**src/rtl/multiword_add_sequencer.sv**
```systemverilog
// Wide adder that walks one carry_lookahead_adder slice over WORDS cycles, least-significant slice first.
// Result valid WORDS edges after accept and held until result_ready; start_ready only while idle; ADDSEQ_SUB_EN adds subtract.

module carry_lookahead_adder #(
    parameter int WIDTH = 32
) (
    input  logic [WIDTH-1:0] a_i,
    input  logic [WIDTH-1:0] b_i,
    input  logic             cin_i,
    output logic [WIDTH-1:0] sum_o,
    output logic             cout_o
);
    localparam int NGRP = (WIDTH + 3) / 4;
    localparam int PW   = NGRP * 4;

    logic [PW-1:0]   ap;
    logic [PW-1:0]   bp;
    logic [PW-1:0]   g;
    logic [PW-1:0]   p;
    logic [PW-1:0]   s;
    logic [PW:0]     c;
    logic [NGRP-1:0] grp_g;
    logic [NGRP-1:0] grp_p;
    logic [NGRP:0]   gc;

    // Zero padding to a whole number of 4-bit groups keeps the padded bits carry-neutral.
    assign ap = PW'(a_i);
    assign bp = PW'(b_i);
    assign g  = ap & bp;
    assign p  = ap ^ bp;

    for (genvar k = 0; k < NGRP; k++) begin : g_grp
        logic [3:0] gg;
        logic [3:0] pp;

        assign gg = g[4*k +: 4];
        assign pp = p[4*k +: 4];

        assign grp_g[k] = gg[3]
                        | (pp[3] & gg[2])
                        | (pp[3] & pp[2] & gg[1])
                        | (pp[3] & pp[2] & pp[1] & gg[0]);
        assign grp_p[k] = &pp;

        assign c[4*k]   = gc[k];
        assign c[4*k+1] = gg[0] | (pp[0] & gc[k]);
        assign c[4*k+2] = gg[1] | (pp[1] & gg[0]) | (pp[1] & pp[0] & gc[k]);
        assign c[4*k+3] = gg[2] | (pp[2] & gg[1]) | (pp[2] & pp[1] & gg[0])
                        | (pp[2] & pp[1] & pp[0] & gc[k]);

        assign s[4*k +: 4] = pp ^ c[4*k +: 4];
    end

    always_comb begin
        gc    = '0;
        gc[0] = cin_i;
        for (int k = 0; k < NGRP; k++) begin
            gc[k+1] = grp_g[k] | (grp_p[k] & gc[k]);
        end
    end

    assign c[PW]  = gc[NGRP];
    assign sum_o  = s[WIDTH-1:0];
    assign cout_o = c[WIDTH];
endmodule

module multiword_add_sequencer #(
    parameter int WIDTH = 32,
    parameter int WORDS = 4
) (
    input  logic                   clk,
    input  logic                   rst_n,
    input  logic                   start_valid,
    output logic                   start_ready,
    input  logic [WIDTH*WORDS-1:0] a,
    input  logic [WIDTH*WORDS-1:0] b,
    input  logic                   cin,
    input  logic                   sub,
    output logic                   result_valid,
    input  logic                   result_ready,
    output logic [WIDTH*WORDS-1:0] sum,
    output logic                   cout,
    output logic                   overflow
);
    localparam int TOTW = WIDTH * WORDS;
    localparam int IDXW = (WORDS > 1) ? $clog2(WORDS) : 1;

    typedef enum logic [1:0] {
        ST_IDLE,
        ST_RUN,
        ST_DONE
    } state_t;

    state_t            state_q;
    logic [IDXW-1:0]   idx_q;
    logic              carry_q;
    logic [TOTW-1:0]   a_q;
    logic [TOTW-1:0]   b_q;
    logic [TOTW-1:0]   sum_q;
    logic              cout_q;
    logic              overflow_q;
    logic              result_valid_q;

    logic [TOTW-1:0]   b_eff_d;
    logic              seed_d;
    int                slice_base;
    logic [WIDTH-1:0]  slice_a;
    logic [WIDTH-1:0]  slice_b;
    logic [WIDTH-1:0]  slice_s;
    logic              slice_cout;
    logic              last_word;

`ifdef ADDSEQ_SUB_EN
    // Two's-complement subtract: invert B and force the carry seed to one.
    assign b_eff_d = sub ? ~b : b;
    assign seed_d  = sub ? 1'b1 : cin;
`else
    logic unused_sub;
    assign unused_sub = sub;
    assign b_eff_d    = b;
    assign seed_d     = cin;
`endif

    assign slice_base = int'(idx_q) * WIDTH;
    assign slice_a    = a_q[slice_base +: WIDTH];
    assign slice_b    = b_q[slice_base +: WIDTH];
    assign last_word  = (idx_q == IDXW'(WORDS - 1));

    carry_lookahead_adder #(
        .WIDTH (WIDTH)
    ) u_slice (
        .a_i    (slice_a),
        .b_i    (slice_b),
        .cin_i  (carry_q),
        .sum_o  (slice_s),
        .cout_o (slice_cout)
    );

    always_ff @(posedge clk or negedge rst_n) begin
        if (!rst_n) begin
            state_q        <= ST_IDLE;
            idx_q          <= '0;
            carry_q        <= 1'b0;
            a_q            <= '0;
            b_q            <= '0;
            sum_q          <= '0;
            cout_q         <= 1'b0;
            overflow_q     <= 1'b0;
            result_valid_q <= 1'b0;
        end else begin
            case (state_q)
                ST_IDLE: begin
                    if (start_valid) begin
                        a_q     <= a;
                        b_q     <= b_eff_d;
                        carry_q <= seed_d;
                        idx_q   <= '0;
                        state_q <= ST_RUN;
                    end
                end
                ST_RUN: begin
                    sum_q[slice_base +: WIDTH] <= slice_s;
                    carry_q <= slice_cout;
                    idx_q   <= idx_q + IDXW'(1);
                    if (last_word) begin
                        cout_q         <= slice_cout;
                        // Signed overflow: both operands disagree in sign with the result.
                        overflow_q     <= (a_q[TOTW-1] ^ slice_s[WIDTH-1])
                                        & (b_q[TOTW-1] ^ slice_s[WIDTH-1]);
                        result_valid_q <= 1'b1;
                        state_q        <= ST_DONE;
                    end
                end
                ST_DONE: begin
                    if (result_ready) begin
                        result_valid_q <= 1'b0;
                        state_q        <= ST_IDLE;
                    end
                end
                default: begin
                    result_valid_q <= 1'b0;
                    state_q        <= ST_IDLE;
                end
            endcase
        end
    end

    assign start_ready  = (state_q == ST_IDLE);
    assign result_valid = result_valid_q;
    assign sum          = sum_q;
    assign cout         = cout_q;
    assign overflow     = overflow_q;
endmodule
```
**config.mk**
```make
export PLATFORM = sky130hd
export DESIGN_NAME = multiword_add_sequencer
export DESIGN_NICKNAME = d
export VERILOG_FILES = /design/src/rtl/multiword_add_sequencer.sv
export SDC_FILE = /design/constraint.sdc
export NUM_CORES = 1
export LEC_CHECK = 0
export BUFFER_PORTS_ARGS = -buffer_cell sky130_fd_sc_hd__buf_2
export CORE_MARGIN = 2
export CORE_UTILIZATION = 40
export DETAILED_ROUTE_END_ITERATION = 6
export PLACE_DENSITY_LB_ADDON = 0.05
export SLEW_MARGIN = 15
export SYNTH_ARGS = -nofsm -noshare
export SYNTH_HDL_FRONTEND = slang
export SYNTH_SLANG_ARGS = --single-unit
```
**constraint.sdc**
```tcl
create_clock -name clk -period 6.63 [get_ports clk]
set_clock_uncertainty 0.15 [all_clocks]
set_input_delay 0.3315 -clock clk [delete_from_list [all_inputs] [get_ports clk]]
set_output_delay 0.3315 -clock clk [all_outputs]
set_load 0.02 [all_outputs]
```
==> results by group, run 1 <==
CTS
  – CTS tree: built
  – CTS clock-pin slew for the worst setup and hold paths: 0.06 ns
  – # clock sinks: a little under 400
  – CTS buffer count: 44
  – Max clock buf depth: 3
  – Clock root buffer: clkbuf_16
  – Post-cts sizing count: 0
  – Clock latency at the later pin of the worst-skew pair: approximately 0.58 ns
  – H-tree levels: 2

Drt
  – Detail Route Antenna Nets: 0
  – Total number of vias: roughly 15k
  – Initial DRC count: roughly 1.1k
  – Final wirelength: 55.9 mm
  – DRC: 0
  – Drt first pass iters: 5
  – Wire per inst: roughly 19 µm
  – Via-to-Cell Ratio: 4.99

Worst setup path
  – WS Path Type: reg -> reg
  – R2r worst-path depth: 12
  – Setup crit start kind: flip-flop
  – R2r setup slk: 1.27 ns
  – WP data required: 6.89 ns
  – Critical R2R Launch: idx_q[0]$_DFFE_PN0P_
  – WP data arrival: 5.62 ns
  – Worst R2R End: sum[25]$_DFFE_PN0P_
  – CP max FO: 39
  – CP Capture Type: flip-flop

Layout
  – Register area: 0.00982 mm²
  – Share of layout cells above drive strength 1: 0.233
  – Area grow syn2layout: 37.5%
  – Fillers: about 3.9k
  – Nets: 2651
  – Post-route core utilization: 0.557
  – Footprint of the multi-input gates: 0.00719 mm²
  – Most frequent cells in the layout: nand2_1 (832), buf_2 (391), dfrtp_1 (390)
  – Most common cell after layout, fill and taps aside: nand2_1

GRT
  – Number of global-route vias before repair: 15.4k
  – Initial antenna violation count: 3
  – Total grt overflow: 0
  – Largest net degree at the start of global routing: around 260
  – First-pass GRT wire length: approximately 86 mm
  – GRT Total Usage: 0.249

Die
  – Die area: 0.0452 mm²
  – Die width: 213 µm
  – I/O pin count: 394
  – Core area: between 0.04 and 0.05 mm²
  – Die height: 213 µm
  – Rows: 76
  – Initial Util: 0.405

Placement
  – Post-place setup slack: 1.17 ns
  – Buffers on Ports: 392
  – DP HPWL: 36.8 mm
  – Routability cong.: 0.796

Pwr
  – Gate power share: 0.511
  – Clock Power Share: 0.181
  – Leakage: 12.5 nW
  – Tot Pwr: 13.1 mW
  – Power density over the cells: 548 mW/mm²
  – Switch share: 0.449
  – Part of the power in registers: 0.308
  – Pint: 7.22 mW
  – VDD IR-drop max: 0.376 mV
  – NetSw: 5.89 mW

Synth
  – Cells after synthesis: 1730
  – Mean Syn Cell Area: 10.1 µm²
  – Seq/Total Area, Yosys: 0.564
  – Synth Warn #: 0
  – Dominant synthesized flop cell: dfrtp_1
  – Yosys reg bits: ~390
  – Distinct cells, synth: 54
  – Post-synth ARST share: 1.00
  – Number of flops mapped to enable cells by yosys: 0
  – Syn nets: 2038
  – Post-Syn Area: 0.0174 mm²

STA
  – RSZ-0062 raised after global routing: no
  – Final hold vios: 0
  – Worst relative slew slack: 0.185
  – Worst-margin pin slew: 1.22 ns
  – Hold WS: 0.224 ns
  – Fin crit share: 0.809
  – Final Max Tran Viols: 0
  – Final min period: between 5 and 6 ns
  – Post-route setup TNS: 0 ns
  – Final setup margin: 1.27 ns
  – Peak Freq: 186 MHz
  – Final-report setup violation count: 0

Min path
  – Worst Hold Class: in -> async

Flow run
  – Max-cap violations: 0

Status
  – Status: completed
==> how the worst max path moves through the flow <==
stage | from | slack, ns | to | depth (start not counted)
6_report | idx_q[0]$_DFFE_PN0P_ | 1.27 | sum[25]$_DFFE_PN0P_ | 12
5_1_grt | idx_q[0]$_DFFE_PN0P_ | 0.87 | sum[57]$_DFFE_PN0P_ | 12
4_1_cts | idx_q[0]$_DFFE_PN0P_ | 1.14 | sum[25]$_DFFE_PN0P_ | 12
3_5_place_dp | idx_q[0]$_DFFE_PN0P_ | 1.17 | sum[25]$_DFFE_PN0P_ | 12
3_3_place_gp | idx_q[0]$_DFFE_PN0P_ | 1.12 | sum[25]$_DFFE_PN0P_ | 12
2_1_floorplan | idx_q[0]$_DFFE_PN0P_ | 1.87 | sum[25]$_DFFE_PN0P_ | 15
==> power by group through the flow <==
| stage | logic, mW | clock network, mW | registers, mW |
|---|---|---|---|
| 2_1_floorplan | 4.16 | 0 | 4.07 |
| 3_3_place_gp | 6.54 | 0 | 4.04 |
| 3_5_place_dp | 6.65 | 0 | 4.08 |
| 4_1_cts | 6.79 | 2.43 | 4.04 |
| 5_1_grt | 7.41 | 2.52 | 4.17 |
| 6_report | 6.70 | 2.37 | 4.04 |
==> kinds of logic (layout without fill, tap and decap cells) <==
family / count (synthesis) / after routing / share of synthesized area
multiplexers: 64 / 64 / 0.0828
AO/OA/AOI/OAI: 197 / 197 / 0.0818
adder cells (fa/ha/maj): 46 / 46 / 0.0365
AND/OR/NAND/NOR: 899 / 899 / 0.201
flip-flops: 392 / 392 / 0.564
buffers and inverters: 112 / 756 / 0.0242
other: 0 / 4 / 0
XOR/XNOR: 20 / 20 / 0.0101
==> area by class of cell <==
cell class | count | area share
Antenna cell | 4 | 0.000418
Clock buffer | 67 | 0.0543
Clock inverter | 10 | 0.00345
Inverter | 12 | 0.00188
Multi-Input combinational cell | 1226 | 0.301
Sequential cell | 392 | 0.410
Tap cell | 585 | 0.0306
Timing Repair Buffer | 667 | 0.198
==> cells in the mapped netlist (2+ instances only) <==
master,count,area share
fa_1,8,0.0092
nor2b_1,3,0.0011
buf_1,13,0.0028
inv_1,12,0.0026
a21o_1,9,0.0039
and3_1,3,0.0011
a21oi_1,20,0.0058
clkbuf_1,86,0.019
a221o_1,2,0.0012
o21bai_1,2,0.00086
nor2_1,17,0.0037
a22o_1,76,0.038
o31ai_1,5,0.0022
xor2_1,8,0.0040
a211o_1,3,0.0015
nand2b_1,4,0.0014
a211oi_2,2,0.0014
dfrtp_1,392,0.56
nand2_1,833,0.18
a31oi_1,2,0.00072
nand4_1,10,0.0036
or3_1,7,0.0025
nand3_1,8,0.0023
xnor2_1,12,0.0060
mux4_2,64,0.083
nor3_1,4,0.0012
a211oi_1,4,0.0017
ha_1,38,0.027
o21ai_0,58,0.017
==> what timing repair did <==
item | 4_1_cts | 5_1_grt
hold buffers | 259 | 0
endpoints found under the hold margin | 346 | 0
setup buffers | 0 | 0
==> per-layer routing <==
metal | vias to the layer above | global-route usage | wire length [µm]
met3 | 108 | 0.0396 | 3110
met2 | 458 | 0.380 | 25400
met4 | 2 | 0.0899 | 1680
li1 | 6984 | - | -
met5 | - | 0 | 13
met1 | 7223 | 0.359 | 25700
==> sequential cells by signal, indices dropped and copies added (netlist names) <==
| register | flops |
|---|---|
| sum | 128 |
| a_q | 128 |
| cout | 1 |
| b_q | 128 |
| overflow | 1 |
| state_q | 2 |
| result_valid | 1 |
| idx_q | 2 |
| carry_q | 1 |
==> per-stage QoR <==
step | area [µm²] | cells
after floorplan | 17400 | 1730
after global placement | 19900 | 2622
after detailed placement | 19900 | 2622
after CTS | 23900 | 2958
after global routing | 23900 | 2961
final | 23900 | 2963
==> worst max-delay path: stages (launching register included) <==
cell,delay [ns]
dfrtp_4,0.94
mux4_2,0.64
ha_1,0.37
o21ai_0,0.30
o21ai_1,0.13
o311ai_1,0.66
nand2_1,0.43
o21ai_0,0.26
nand2_1,0.10
a21o_1,0.21
fa_1,0.37
xnor2_1,0.44
o21ai_0,0.17
No activity file was read; power rests on OpenSTA's default activity.
==> run 2, diff against run 1 <==
Settings changed: ABC_AREA from default to 1.
Clock period 6.63 ns to 5.27 ns, I/O delays scaled along.
==> run 2 against run 1 <==
Net effect:
- final area is 2.1% higher
- die area increased by 2.0%
- register-to-register slack lost 0.43 ns
- worst hold slack got worse by 0.028 ns
==> results by group, run 2 <==
Status
  – Status: completed

Synth
  – Number of flops mapped to enable cells by yosys: 0 (unchanged)
  – Dominant synthesized flop cell: dfrtp_1
  – Mean Syn Cell Area: 10.9 µm² (+8.7%)
  – Cell type with the largest total area after synthesis: dfrtp_1
  – Syn nets: 1933 (-5.2%)
  – Most frequent cell after synthesis: dfrtp_1
  – Synth Area in Adders: 0.0358 (-0.000744)
  – Distinct cells, synth: 36 (-33%)
  – Top cell type's share of synthesized area: 0.552 (-0.0115)
  – Simple-Gate Fraction of Synth Area: 0.108 (-0.0928)
  – Cells after synthesis: 1625 (-6.1%)
  – Largest family of logic cells by synthesized area: multiplexers
  – Post-Syn Area: 0.0178 mm² (+2.1%)
  – XOR/XNOR Fraction of Synth Area: 0.00782 (-0.00225)
  – Compound-Gate Fraction of Synth Area: 0.104 (+0.0226)
  – Post-synthesis mux area share: 0.161 (+0.0782)
  – Largest cells by area after synthesis: dfrtp_1 (55%), mux2_2 (16%), nand2_1 (4.6%), o21ai_0 (4.6%), nor2_1 (3.4%)
  – Seq/Total Area, Yosys: 0.552 (-0.0115)
  – Post-synth top cells: dfrtp_1 (392), mux2_2 (254), nand2_1 (220), o21ai_0 (163), nor2_1 (160)
  – Post-synth ARST share: 1.00 (unchanged)
  – Synth Warn #: 0 (unchanged)
  – Yosys reg bits: 392 (unchanged)

Die
  – I/O pin count: 394 (unchanged)
  – Rows: 77 (+1.3%)
  – Core area: 0.0440 mm² (+2.4%)
  – Die width: 215 µm (+1.0%)
  – Die area: 0.0461 mm² (+2.0%)
  – Initial Util: 0.403 (-0.00142)
  – Die height: 215 µm (+1.0%)

CTS
  – CTS tree: built
  – CTS clock-pin slew for the worst setup and hold paths: 0.06 ns (about the same)
  – H-tree levels: 2 (unchanged)
  – Max clock buf depth: 3 (unchanged)
  – # clock sinks: 392 (unchanged)
  – Postcts setup bufs: 0 (unchanged)
  – Post-cts sizing count: 0 (unchanged)
  – Clock root buffer: clkbuf_16
  – Clock latency at the later pin of the worst-skew pair: 0.56 ns (-0.02 ns)
  – CTS buffer count: 44 (unchanged)

Worst setup path
  – WS Path Type: reg -> reg
  – Critical R2R Launch: idx_q[0]$_DFFE_PN0P_
  – CP Capture Type: flip-flop
  – Setup crit start: idx_q[0]$_DFFE_PN0P_
  – Worst path max stage delay: 0.53 ns (-0.41 ns)
  – Setup crit start kind: flip-flop
  – WP data required: 5.52 ns (-1.37 ns)
  – WP buf/inv: 3 (+3)
  – CP max FO: 58 (+49%)
  – CP max stage cell: dfrtp_4
  – Top Family by Delay on Critical Path: simple AND/OR/NAND/NOR gates
  – Most used cell, CP: nand2_4
  – WP data arrival: 4.68 ns (-0.94 ns)

STA
  – Hold WS: 0.196 ns (-0.0278 ns)
  – Worst relative slew slack: 0.247 (+0.0624)
  – Final-report setup violation count: 0 (unchanged)
  – Final min period: 4.43 ns (-0.935 ns)
  – Peak Freq: 226 MHz (+21%)
  – Final hold vios: 0 (unchanged)
  – RSZ-0062 raised after global routing: no
  – Worst-margin pin slew: 1.13 ns (-0.0923 ns)
  – Post-route setup TNS: 0 ns (unchanged)
  – Fin crit share: 0.840 (+0.0313)
  – Final Max Tran Viols: 0 (unchanged)

Drt
  – Final wirelength: 55.5 mm (-0.75%)
  – Total number of vias: 14.5k (-2.1%)
  – Detail Route Antenna Nets: 0 (unchanged)
  – Drt first pass iters: 4 (-1)
  – Wire per inst: 19.3 µm (+2.2%)
  – DRC: 0 (unchanged)
  – Via-to-Cell Ratio: 5.03 (+0.84%)
  – Initial DRC count: 717 (-35%)

Layout
  – Footprint of the multi-input gates: 0.00743 mm² (+3.2%)
  – Nets: 2555 (-3.6%)
  – Register area: 0.00981 mm² (about the same)
  – Share of layout cells above drive strength 1: 0.344 (+0.111)
  – Most common cell after layout, fill and taps aside: buf_2
  – Fillers: 3950 (+2.1%)
  – Area grow syn2layout: 37.5% (about the same)
  – Most frequent cells in the layout: buf_2 (391), dfrtp_1 (390), dlygate4sd3_1 (260)
  – Final instance area: 0.0244 mm² (+2.1%)

GRT
  – Number of global-route vias before repair: 15.0k (-2.6%)
  – Total grt overflow: 0 (unchanged)
  – Largest net degree at the start of global routing: 120 (-54%)
  – Initial antenna violation count: 12 (+9)
  – First-pass GRT wire length: 87.1 mm (+1.4%)
  – GRT Total Usage: 0.242 (-0.00635)

Placement
  – DP HPWL: 36.9 mm (+0.35%)
  – Routability cong.: 0.775 (-2.6%)
  – Buffers on Ports: 392 (unchanged)
  – Placement Cell Area: 0.0204 mm² (+2.4%)

Flow run
  – Max-cap violations: 0 (unchanged)

Min path
  – Worst Hold Class: in -> async

Pwr
  – VDD IR-drop max: 0.412 mV (+9.5%)
  – Power density over the cells: 762 mW/mm² (+39%)
  – Gate power share: 0.563 (+0.052)
  – Tot Pwr: 18.6 mW (+42%)
  – Pint: 10.0 mW (+39%)
  – NetSw: 8.60 mW (+46%)
  – Clock Power Share: 0.163 (-0.018)
  – Switch share: 0.462 (+0.0129)
  – Leakage: 11.7 nW (-6.4%)
  – Part of the power in registers: 0.274 (-0.034)
==> run 2: cell count changes after synthesis, moves of 60 or more <==
cell     change
o22ai_1     +60
nor2_1     +143
nand2_1    -613
mux4_2      -64
mux2_2     +254
o21ai_0    +105
==> run 2: cell type report <==
class                           count  area share
Timing Repair Buffer              675       0.198
Inverter                           45     0.00702
Clock inverter                     15     0.00523
Tap cell                          592      0.0303
Multi-Input combinational cell   1089       0.304
Clock buffer                       61      0.0527
Sequential cell                   392       0.402
Antenna cell                        9    0.000922
==> run 2: kinds of logic (layout without fill, tap and decap cells) <==
group                    after synthesis  in the layout
flip-flops                           392            392
AO/OA/AOI/OAI                        323            323
multiplexers                         254            254
XOR/XNOR                              15             15
other                                  0              9
AND/OR/NAND/NOR                      451            451
adder cells (fa/ha/maj)               46             46
buffers and inverters                144            796
==> run 2: through the flow <==
stage               std cells  utilization  setup slack, ns
global placement         2533        0.463            0.913
floorplan                1625            -             1.35
CTS                      2869        0.554            0.775
finish                   2878        0.555            0.843
detailed placement       2533        0.463            0.831
global route             2877        0.555            0.474
==> run 2: power by group through the flow <==
stage | Clock, mW | Sequential [mW] | Combinational [mW]
2_1_floorplan | 0 | 5.36 | 6.44
3_3_place_gp | 0 | 5.11 | 10.3
3_5_place_dp | 0 | 5.15 | 10.4
4_1_cts | 3.11 | 5.10 | 10.6
5_1_grt | 3.24 | 5.27 | 11.6
6_report | 3.03 | 5.11 | 10.5
==> run 2: per-layer routing <==
metal / up-vias / share of wire / global-route usage
met5: - / 0.00072 / 0
met4: 8 / 0.023 / 0.0727
met2: 337 / 0.47 / 0.387
met1: 7162 / 0.46 / 0.336
li1: 6873 / - / -
met3: 92 / 0.049 / 0.0466
==> run 2: repair_timing <==
action | 4_1_cts | 5_1_grt
endpoints found under the hold margin | 360 | 0
endpoints found under the setup margin | 0 | 0
hold buffers | 260 | 0
==> run 2: final timing paths <==
| kind | slack [ns] | endpoint | depth (start not counted) |
|---|---|---|---|
| worst max-delay path | 0.84 | sum[61]$_DFFE_PN0P_ | 25 |
| max in group asynchronous | 3.48 | b_q[126]$_DFFE_PN0P_ | 3 |
| min in group clk | 0.31 | a_q[21]$_DFFE_PN0P_ | 3 |
| worst min register to register | 0.32 | sum[127]$_DFFE_PN0P_ | 2 |
| worst min-delay path | 0.20 | sum[111]$_DFFE_PN0P_ | 2 |
| worst max register to register | 0.84 | sum[61]$_DFFE_PN0P_ | 25 |
==> run 3, diff against run 2 <==
Clock period 5.27 ns to 3.85 ns, I/O delays scaled along.
==> run 3 against run 2 <==
Net effect:
- wire length is 7.2% higher
- worst setup slack worse by 0.78 ns
- combinational power is 61% higher
- die area is the same
- critical endpoint is now sum[125]$_DFFE_PN0P_
- core utilization is 2.7 points higher
==> results by group, run 3 (same netlist as run 2, synthesis figures left out) <==
Status
  – Status: completed

Layout
  – Area grow syn2layout: 44.3%
  – Nets: 2620 (+2.5%)
  – Fin cells: 2946 (+2.4%)
  – Most frequent cells in the layout: buf_2 (391), dfrtp_1 (390), dlygate4sd3_1 (260)
  – Share of layout cells above drive strength 1: 0.388 (+0.0438)
  – Most common cell after layout, fill and taps aside: buf_2

GRT
  – Initial antenna violation count: 9 (-3)
  – Total grt overflow: 0 (unchanged)
  – First-pass GRT wire length: 90.8 mm (+4.2%)
  – GRT Total Usage: 0.254 (+0.0121)
  – Number of global-route vias before repair: 15.3k (+2.4%)
  – Largest net degree at the start of global routing: 108 (-10%)

Drt
  – Detail Route Antenna Nets: 0 (unchanged)
  – Via-to-Cell Ratio: 5.10 (+1.5%)
  – Total number of vias: 15.0k (+3.9%)
  – Initial DRC count: 926 (+29%)
  – Wire per inst: 20.2 µm (+4.8%)
  – Final wirelength: 59.5 mm (+7.2%)
  – DRC: 0 (unchanged)
  – Drt first pass iters: 5 (+1)

Pwr
  – Part of the power in registers: 0.251 (-0.023)
  – Pint: 15.5 mW (+55%)
  – Leakage: 12.2 nW (+4.7%)
  – Clock Power Share: 0.150 (-0.013)
  – VDD IR-drop max: 0.548 mV (+33%)
  – Power density over the cells: 1100 mW/mm² (+45%)
  – Gate power share: 0.599 (+0.036)
  – Switch share: 0.449 (-0.0127)
  – NetSw: 12.7 mW (+48%)

Worst setup path
  – WP data required: 4.19 ns (-1.33 ns)
  – R2r setup slk: 0.06 ns (-0.78 ns)
  – CP max FO: 8 (-86%)
  – Worst R2R End: sum[125]$_DFFE_PN0P_
  – WS Path Type: reg -> reg
  – Setup crit start: idx_q[0]$_DFFE_PN0P_
  – CP Capture Type: flip-flop
  – Worst path max stage delay: 0.57 ns (+0.04 ns)
  – Worst setup path endpoint: sum[125]$_DFFE_PN0P_
  – CP max stage cell: dfrtp_4
  – Critical R2R Launch: idx_q[0]$_DFFE_PN0P_
  – WP data arrival: 4.13 ns (-0.55 ns)
  – Setup crit start kind: flip-flop
  – Most used cell, CP: nand2_4
  – R2r worst-path depth: 28 (+12%)

Die
  – Rows: 77 (unchanged)
  – Die area: 0.0461 mm² (unchanged)
  – Core area: 0.0440 mm² (unchanged)
  – Die width: 215 µm (unchanged)
  – I/O pin count: 394 (unchanged)
  – Initial Util: 0.403 (unchanged)
  – Die height: 215 µm (unchanged)

CTS
  – Clock latency at the later pin of the worst-skew pair: 0.57 ns (about the same)
  – CTS buffer count: 45 (+2.3%)
  – CTS clock-pin slew for the worst setup and hold paths: 0.06 ns (about the same)
  – CTS tree: built
  – # clock sinks: 392 (unchanged)
  – Clock root buffer: clkbuf_16
  – Max clock buf depth: 3 (unchanged)
  – H-tree levels: 2 (unchanged)

STA
  – Final min period: 3.79 ns (-0.637 ns)
  – Final Max Tran Viols: 0 (unchanged)
  – Worst-margin pin slew: 1.04 ns (-0.0932 ns)
  – Fin crit share: 0.984 (+0.144)
  – RSZ-0062 raised after global routing: yes
  – Final-report setup violation count: 0 (unchanged)
  – Final setup margin: 0.0598 ns (-0.783 ns)
  – Final hold vios: 0 (unchanged)
  – Peak Freq: 264 MHz (+17%)
  – Worst relative slew slack: 0.309 (+0.0614)

Placement
  – Inst Count DP: 2564 (+1.2%)
  – Post-place setup slack: -0.151 ns (-0.983 ns)
  – Buffers on Ports: 392 (unchanged)
  – DP HPWL: 38.9 mm (+5.2%)
  – Routability cong.: 0.795 (+2.5%)

Flow run
  – Max-cap violations: 0 (unchanged)

Min path
  – Worst Hold Class: in -> async
## run 3: cell types whose count changed in the layout (fill, tap and decap cells not counted), sizes merged, moves of 2 or more
cell    change
diode       -2
inv         +3
clkbuf     +12
buf        +59
clkinv      -3
## run 3: worst max-delay path, delay by kind of cell (launching register included)
kind,cells,cell delay (ns)
buf+inv,5,0.45
flops,1,0.57
fa+ha+maj,2,0.66
xor+xnor,1,0.19
compound gates,2,0.27
simple gates,18,1.41
## run 3: timing repair
action | CTS | global route
gates resized for setup | 14 | 119
cloned | 3 | 4
pin swaps | 4 | 36
buffers inserted | 6 | 20
hold endpoints to repair | 359 | 0
setup endpoints to repair | 11 | 15
hold buffers | 260 | 0
## run 3: worst min-delay path by stage
stage           from                  end  slack (ns)  depth (start not counted)
2_1_floorplan  rst_n   a_q[0]$_DFFE_PN0P_       -0.25                          0
3_3_place_gp   rst_n  sum[45]$_DFFE_PN0P_        0.18                          1
5_1_grt        rst_n  sum[45]$_DFFE_PN0P_        0.19                          2
6_report       rst_n  sum[41]$_DFFE_PN0P_        0.12                          2
4_1_cts        rst_n  sum[45]$_DFFE_PN0P_        0.16                          2
3_5_place_dp   rst_n  sum[45]$_DFFE_PN0P_        0.18                          1
## run 3: stage by stage
step           hold slack (ns)  utilization  instance area (µm²)  setup TNS, ns  total power, mW
2_1_floorplan           -0.253            -                17800              0             16.2
3_3_place_gp             0.180        0.470                20700         -0.704             21.7
3_5_place_dp             0.180        0.470                20700          -1.09             21.9
4_1_cts                  0.160        0.568                25000        -0.0139             26.9
5_1_grt                  0.195        0.582                25600         -0.690             30.2
6_report                 0.124        0.582                25600              0             28.2
## run 3: final cells by class
class,count,area (µm²)
fillers,3833,18400
diodes,7,17.5
inverters,45,181
flip-flops and latches,392,9810
repair buffers,739,5630
multi-input cells,1089,7770
clock buffers,69,1370
clock inverters,13,101
well taps,592,741
## run 3: power groups by stage
stage                     clock, mW  combinational, mW  sequential [mW]
after floorplan                   0               8.81             7.34
after detailed placement          0               14.8             7.08
after global routing           4.53               18.4             7.29
after global placement            0               14.7             7.02
after CTS                      4.35               15.5             7.03
final                          4.24               16.9             7.08
## run 3: layer usage
metal  GRT usage  part of all wire  vias to the layer above
met5           0           0.00045                        -
met1       0.346              0.44                     7433
met3      0.0435             0.053                      128
li1            -                 -                     7005
met2       0.405              0.47                      467
met4       0.104             0.036                        4
